==> src/rtl/doc5503_host_access.sv <==
// -----------------------------------------------------------------------------
// doc5503_host_access
//
// Host-side access sequencer for the DOC 5503 register file. Accepts single
// byte read/write transactions over a ready/valid handshake, splits the host
// address into a register group and an oscillator index, fires a one-cycle
// request pulse at the matching per-group priority RAM port, waits a fixed
// service window, then returns read data to the host.
//
// Parameters:
//   NUM_GROUPS   RAM-backed register groups (address groups >= this are unmapped)
//   ADDR_WIDTH   oscillator index width; host address is ADDR_WIDTH+3 bits
//   DATA_WIDTH   register data width
//   WAIT_CYCLES  service window in cycles, 2..15; must cover the worst-case
//                latency of the slowest priority port
//
// Ports:
//   clk_i, reset_i          rising-edge clock, asynchronous active-high reset
//   host_req_i/host_we_i    transaction request and direction (1 = write)
//   host_addr_i             {group[2:0], oscillator[ADDR_WIDTH-1:0]}
//   host_wdata_i            write data
//   host_ready_o            high only while idle; accept = req && ready
//   host_rvalid_o           one-cycle read-response strobe
//   host_rdata_o            read data, held until the next read response
//   wr_req_o / rd_req_o     one-cycle request pulse, one bit per group
//   wr_addr_o, wr_data_o    shared write oscillator index and data
//   rd_addr_o               shared read oscillator index
//   rd_data_i               per-group priority read data
// -----------------------------------------------------------------------------
module doc5503_host_access #(
  parameter int NUM_GROUPS  = 7,
  parameter int ADDR_WIDTH  = 5,
  parameter int DATA_WIDTH  = 8,
  parameter int WAIT_CYCLES = 3
) (
  input  logic                                 clk_i,
  input  logic                                 reset_i,
  input  logic                                 host_req_i,
  input  logic                                 host_we_i,
  input  logic [ADDR_WIDTH+2:0]                host_addr_i,
  input  logic [DATA_WIDTH-1:0]                host_wdata_i,
  output logic                                 host_ready_o,
  output logic                                 host_rvalid_o,
  output logic [DATA_WIDTH-1:0]                host_rdata_o,
  output logic [NUM_GROUPS-1:0]                wr_req_o,
  output logic [ADDR_WIDTH-1:0]                wr_addr_o,
  output logic [DATA_WIDTH-1:0]                wr_data_o,
  output logic [NUM_GROUPS-1:0]                rd_req_o,
  output logic [ADDR_WIDTH-1:0]                rd_addr_o,
  input  logic [NUM_GROUPS-1:0][DATA_WIDTH-1:0] rd_data_i
);

  localparam logic [1:0] S_IDLE  = 2'd0;
  localparam logic [1:0] S_ISSUE = 2'd1;
  localparam logic [1:0] S_WAIT  = 2'd2;
  localparam logic [1:0] S_RESP  = 2'd3;

  localparam logic [3:0] WAIT_LOAD = 4'(WAIT_CYCLES);

  logic [1:0]            state;
  logic [3:0]            wait_cnt;
  logic                  we_q;
  logic [2:0]            group_q;
  logic [ADDR_WIDTH-1:0] osc_q;
  logic [DATA_WIDTH-1:0] wdata_q;
  logic [DATA_WIDTH-1:0] rdata_q;
  logic [DATA_WIDTH-1:0] rd_sel;

  // Group decode: only indices below NUM_GROUPS have a lane, so an unmapped
  // group matches nothing -- no request pulse and a zero read result.
  always_comb begin
    // NOTE: every always_comb output gets a default first so no path leaves
    // it unassigned, which would otherwise infer a latch.
    wr_req_o = '0;
    rd_req_o = '0;
    rd_sel   = '0;
    for (int g = 0; g < NUM_GROUPS; g++) begin
      if (group_q == 3'(g)) begin
        rd_sel = rd_data_i[g];
        if (state == S_ISSUE) begin
          wr_req_o[g] = we_q;
          rd_req_o[g] = !we_q;
        end
      end
    end
  end

  always_ff @(posedge clk_i or posedge reset_i) begin
    if (reset_i) begin
      state    <= S_IDLE;
      wait_cnt <= '0;
      we_q     <= 1'b0;
      group_q  <= '0;
      osc_q    <= '0;
      wdata_q  <= '0;
      rdata_q  <= '0;
    end else begin
      // NOTE: sequential state uses non-blocking assignments so every register
      // samples pre-edge values, regardless of statement order.
      case (state)
        S_IDLE: begin
          if (host_req_i) begin
            we_q    <= host_we_i;
            group_q <= host_addr_i[ADDR_WIDTH+2:ADDR_WIDTH];
            osc_q   <= host_addr_i[ADDR_WIDTH-1:0];
            wdata_q <= host_wdata_i;
            state   <= S_ISSUE;
          end
        end
        S_ISSUE: begin
          wait_cnt <= WAIT_LOAD;
          state    <= S_WAIT;
        end
        S_WAIT: begin
          wait_cnt <= wait_cnt - 4'd1;
          if (wait_cnt == 4'd1) begin
            state <= S_RESP;
            // Sample the RAM only once its service window has elapsed.
            if (!we_q) rdata_q <= rd_sel;
          end
        end
        S_RESP:  state <= S_IDLE;
        default: state <= S_IDLE;
      endcase
    end
  end

  assign host_ready_o  = (state == S_IDLE);
  assign host_rvalid_o = (state == S_RESP) && !we_q;
  assign host_rdata_o  = rdata_q;
  assign wr_addr_o     = osc_q;
  assign rd_addr_o     = osc_q;
  assign wr_data_o     = wdata_q;

endmodule

==> config.mk <==
export PLATFORM = sky130hd
export DESIGN_NAME = doc5503_host_access
export DESIGN_NICKNAME = d
export VERILOG_FILES = /design/src/rtl/doc5503_host_access.sv
export SDC_FILE = /design/constraint.sdc
export NUM_CORES = 1
export LEC_CHECK = 0
export ABC_AREA = 1
export ABC_CLOCK_PERIOD_IN_PS = 1730
export CAP_MARGIN = 20
export CORE_MARGIN = 3
export CORE_UTILIZATION = 35
export CTS_BUF_LIST = sky130_fd_sc_hd__clkbuf_2 sky130_fd_sc_hd__clkbuf_4 sky130_fd_sc_hd__clkbuf_8
export DETAILED_ROUTE_END_ITERATION = 7
export PLACE_DENSITY = 0.75
export REMOVE_ABC_BUFFERS = 1
export SYNTH_ARGS = -nofsm -noshare
export SYNTH_HDL_FRONTEND = slang
export SYNTH_SLANG_ARGS = --single-unit
==> constraint.sdc <==
create_clock -name clk_i -period 1.73 [get_ports clk_i]
set_clock_uncertainty 0.1 [all_clocks]
set_input_delay 0.519 -clock clk_i [delete_from_list [all_inputs] [get_ports clk_i]]
set_output_delay 0.519 -clock clk_i [all_outputs]
set_load 0.1 [all_outputs]
### Word level (Yosys, flattened, before mapping)

Cells that the tools add are included.
W data, S select, Z words.

* register bits after elaboration: 31
* input bits: 76
* output and inout port bits: 42
* logic and storage cells: 56

* add/subtract/negate cells: 1
* equality and inequality tests: 12
* muxes and demuxes: 27
* bitwise logic cells: 1
* reductions and logical operators: 8

Operators by type and width (count)
* $mux W8: 7
* $mux W1: 16
* $eq A3 B3 Y1 const B: 3
* $pmux W2 S4: 1
* $pmux W4 S2: 1
* $eq A3 B2 Y1 const B: 2
* $eq A2 B2 Y1 const B: 2
* $eq A4 B1 Y1 const B: 1
* $mux W2: 2
* $ne A2 B2 Y1 const B: 2
* $reduce_and A2 Y1: 2
* $sub A4 B1 Y4 const B: 1
* $eq A3 B1 Y1 const B: 1
* $logic_not A3 Y1: 1
* $reduce_and A3 Y1: 1
* $eq A2 B1 Y1 const B: 1
* $logic_not A2 Y1: 1
* $reduce_bool A2 Y1: 1
* $logic_and A1 B1 Y1: 1
* $logic_not A1 Y1: 1
* $not A1 Y1: 1

### Logic depth before layout (Yosys ltp)

Gate-level depths: netlist (run 1).

* depth after elaboration: 8
* mapped depth: 9
* mapped depth without buffers: 8

### Least setup slack after synthesis (run 1)

Ideal clock, no wire load.

* path kind: reg2out
* start: register group_q[2]
* end: output port rd_req_o[3]
* arrival time: 2.215 ns
* data required time: 1.111 ns
* slack: -1.104 ns
* cell stages (with the launch flop): 5
* path buffers: 1
* cell sequence: dfrtp_1 > buf_2 > nor3_4 > inv_1 > nor2_1

* cells in the longest elaborated chain, start to end: 2

RTL lines
* from (decl): line 63 `logic [2:0] group_q;`
* from (signal assigned): line 104 `group_q <= host_addr_i[ADDR_WIDTH+2:ADDR_WIDTH];`
* $eq A3 B2 Y1: line 78 `if (group_q == 3'(g)) begin`
* $mux W1: line 78
* to (decl): line 48 `output logic [NUM_GROUPS-1:0] rd_req_o,`

No other way between the ends.

### Final worst setup path (run 1)

* start: register group_q[1]
* end: output port rd_req_o[3]

Same word-level chain as after synthesis.

==> results.cfg, run 1 <==
[drt]
wirelength_um = 7430
ant_nets = 0
wire_per_inst_um = 15.29
drc_errors = 0
first_iter_violations = 71
vias = 2393
post_drt_via_cell_ratio = 4.924
drt_pass1_iterations = 4

[timing]
post-route-period-util_pct = 117.8
setup_violations = 16
fin_crit_ps = 2038
slew_viol_final = 0
max_freq_mhz = 490.7
finalHoldViolCount = 0
layout_setup_ws_ps = -308.0
setup_tns_ps = -4366
tightest_slew_ps = 325.8
slew_headroom_pct = 78.05
rsz0062_at_grt = true

[synth]
netlist_top_cells_area = dfrtp_1, nand2_1, nor2_1
synth_enable_flop_cells = 0
synth.most_common_cell = nand2_1
async_flop_share_pct = 100.0
ys_ff_latch = 31
yosysSeqAreaShare_pct = 38.11
netlist_area_um2 = 2036
yosysWarnings = 0
synth.top_cell.area_share_pct = 38.11
synth_cell_type_count = 21
synthCells = 274
synth_area_per_cell_um2 = 7.430
yosys_most_used_dff = dfrtp_1
yosysTopAreaCell = dfrtp_1
synth_common_cells = nand2_1, nor2_1, dfrtp_1

[setup_path]
crit_arrival_ps = 1420
crit_path_end_kind = output port
slowest_delay_ps = 460
path_buf_inv = 3
worstPathRequired_ps = 1110
path_cells = inv_4 > nor3_4 > inv_2 > nor2_4 > buf_12
worstSetupPathType = reg2out
path_max_fanout = 5
cp_top_family = flip-flops
cp-start-kind = flip-flop
critPathSlowestCell = dfrtp_2

[pwr]
peakVddDrop_mv = 1.860
power_uw = 8964
leakagePower_uw = 0.001882
power.density_nw_per_um2 = 2122

[die]
initial_core_util_pct = 36.52
dieArea_um2 = 6768
io_pins = 118
die_y_um = 82.27
die_w_um = 82.27
core_area_um2 = 5574
rows = 27

[finish]
nFillCells = 378
final_nets = 495
seq_area_um2 = 778.2
drive_above_1_share_pct = 33.57
stdcell_count = 486
syn_to_final_growth_pct = 107.5
multi_input_area_um2 = 1266
num_antenna_cells = 0

[global_route]
grtUsageTotal_pct = 21.81
grt_pass1_wl_um = 11190
antenna_found_initial = 0
grt_max_degree = 23
grt_pass1_vias = 2337
grt_overflow = 0

[clock_network]
path_clk_slew_ps = 70
h-tree-depth = 2
clock_latency_ps = 290
cts_buffer_depth = 2
cts_inserted_buffers = 5
cts_root_buffer = clkbuf_8
cts_tree = yes
holdBufCountCts = 0
cts.sinks = 31

[placement]
portBuffers = 117
gp_congestion = 0.8173
hpwl_um = 5343
dp.cells = 468
dp_slack_ps = -130.9

[outcome]
violations = setup timing
status = complete, but fails checks

[job]
cap_violations = 0

[worst_hold_path]
hp-class = in2async
==> through the flow <==
stage / hold WS (ps) / utilization (%) / instance area [um2]
after floorplan: 393.0 / - / 1912
after global placement: 419.5 / 67.65 / 3771
after detailed placement: 423.2 / 67.65 / 3771
after CTS: 411.8 / 73.92 / 4120
after global routing: 428.3 / 75.78 / 4224
final: 421.3 / 75.78 / 4224
==> worst register-to-register path, stage by stage (launching register included) <==
cell       delay, ps
dfrtp_1          420
buf_6            140
inv_4             40
ha_4             170
buf_6            120
nand2_4           80
clkbuf_16        150
mux2_2           330
==> cells by family (layout without fill, tap and decap cells) <==
logic type / count (synthesis) / after routing / share of synthesized area [%]
AO/OA/AOI/OAI: 13 / 13 / 3.319
multiplexers: 13 / 13 / 7.191
flip-flops: 31 / 31 / 38.11
buffers and inverters: 48 / 188 / 11.80
adder cells (fa/ha/maj): 6 / 6 / 3.688
AND/OR/NAND/NOR: 163 / 163 / 35.89
==> final cells by class <==
class / count / share of cell area [%]
well taps: 72 / 2.133
inverters: 31 / 2.932
clock inverters: 2 / 0.2962
clock buffers: 6 / 1.807
flip-flops and latches: 31 / 18.42
multi-input cells: 195 / 29.98
repair buffers: 149 / 44.43
==> what timing repair did <==
item / in CTS / in global routing
gates cloned: 0 / 1
endpoints found under the hold margin: 0 / 0
buffers inserted: 8 / 3
setup endpoints to repair: 20 / 37
resized for setup: 55 / 17
pin swaps: 17 / 9
==> cell usage in the layout (no fill, tap or decap), drive strengths merged <==
| cell type | count |
|---|---|
| clkdlybuf4s50 | 75 |
| buf | 73 |
| nand2 | 63 |
| nor2 | 59 |
| dfrtp | 31 |
| inv | 31 |
| nand4 | 24 |
| nand3 | 14 |
| mux2 | 13 |
| a21oi | 7 |
| clkbuf | 7 |
| ha | 6 |
| o21ai | 4 |
| nor3 | 2 |
| a31oi | 1 |
| nor3b | 1 |
| o22ai | 1 |
| clkinv | 1 |
| clkinvlp | 1 |
==> layer usage <==
| metal | up-vias | share of wire (%) | GRT usage [%] |
|---|---|---|---|
| met5 | - | 0 | 0 |
| met4 | 0 | 3.0 | 9.136 |
| met3 | 27 | 12 | 8.026 |
| met2 | 131 | 49 | 38.30 |
| met1 | 1078 | 35 | 23.42 |
| li1 | 1157 | - | - |
==> report_power, final <==
| part | internal, uW | total, uW | switching [uW] |
|---|---|---|---|
| Combinational | 2590 | 6870 | 4280 |
| Clock | 296 | 567 | 271 |
| Sequential | 1070 | 1530 | 452 |
| Total | 3960 | 8960 | 5000 |
==> state kept, by name, indices dropped and copies added, names as in the netlist <==
signal,flops
rd_addr_o,5
we_q,1
state,2
host_rdata_o,8
wait_cnt,4
wr_data_o,8
group_q,3
==> path summary, 6_finish.rpt <==
kind | from | endpoint | slack [ps] | depth (start not counted)
worst max-delay path | group_q[1] | rd_req_o[3] | -310 | 5
worst min-delay path | reset_i | rd_addr_o[1] | 420 | 3
worst max register to register | state[0] | wr_data_o[3] | 60 | 7
worst min register to register | wait_cnt[3] | wait_cnt[3] | 440 | 2
max in group asynchronous | reset_i | group_q[2] | 790 | 3
min in group clk_i | wait_cnt[3] | wait_cnt[3] | 440 | 2
Note: power is estimated with default switching activity, not from simulation.
==> inputs of run 2 (changes only) <==
--- a/config.mk
+++ b/config.mk
@@ -7,7 +7,6 @@
 export LEC_CHECK = 0
 export ABC_AREA = 1
 export ABC_CLOCK_PERIOD_IN_PS = 1730
-export CAP_MARGIN = 20
 export CORE_MARGIN = 3
 export CORE_UTILIZATION = 35
 export CTS_BUF_LIST = sky130_fd_sc_hd__clkbuf_2 sky130_fd_sc_hd__clkbuf_4 sky130_fd_sc_hd__clkbuf_8
==> results of run 2 <==
The final DEF is identical to that of run 1; final timing and power are the same.
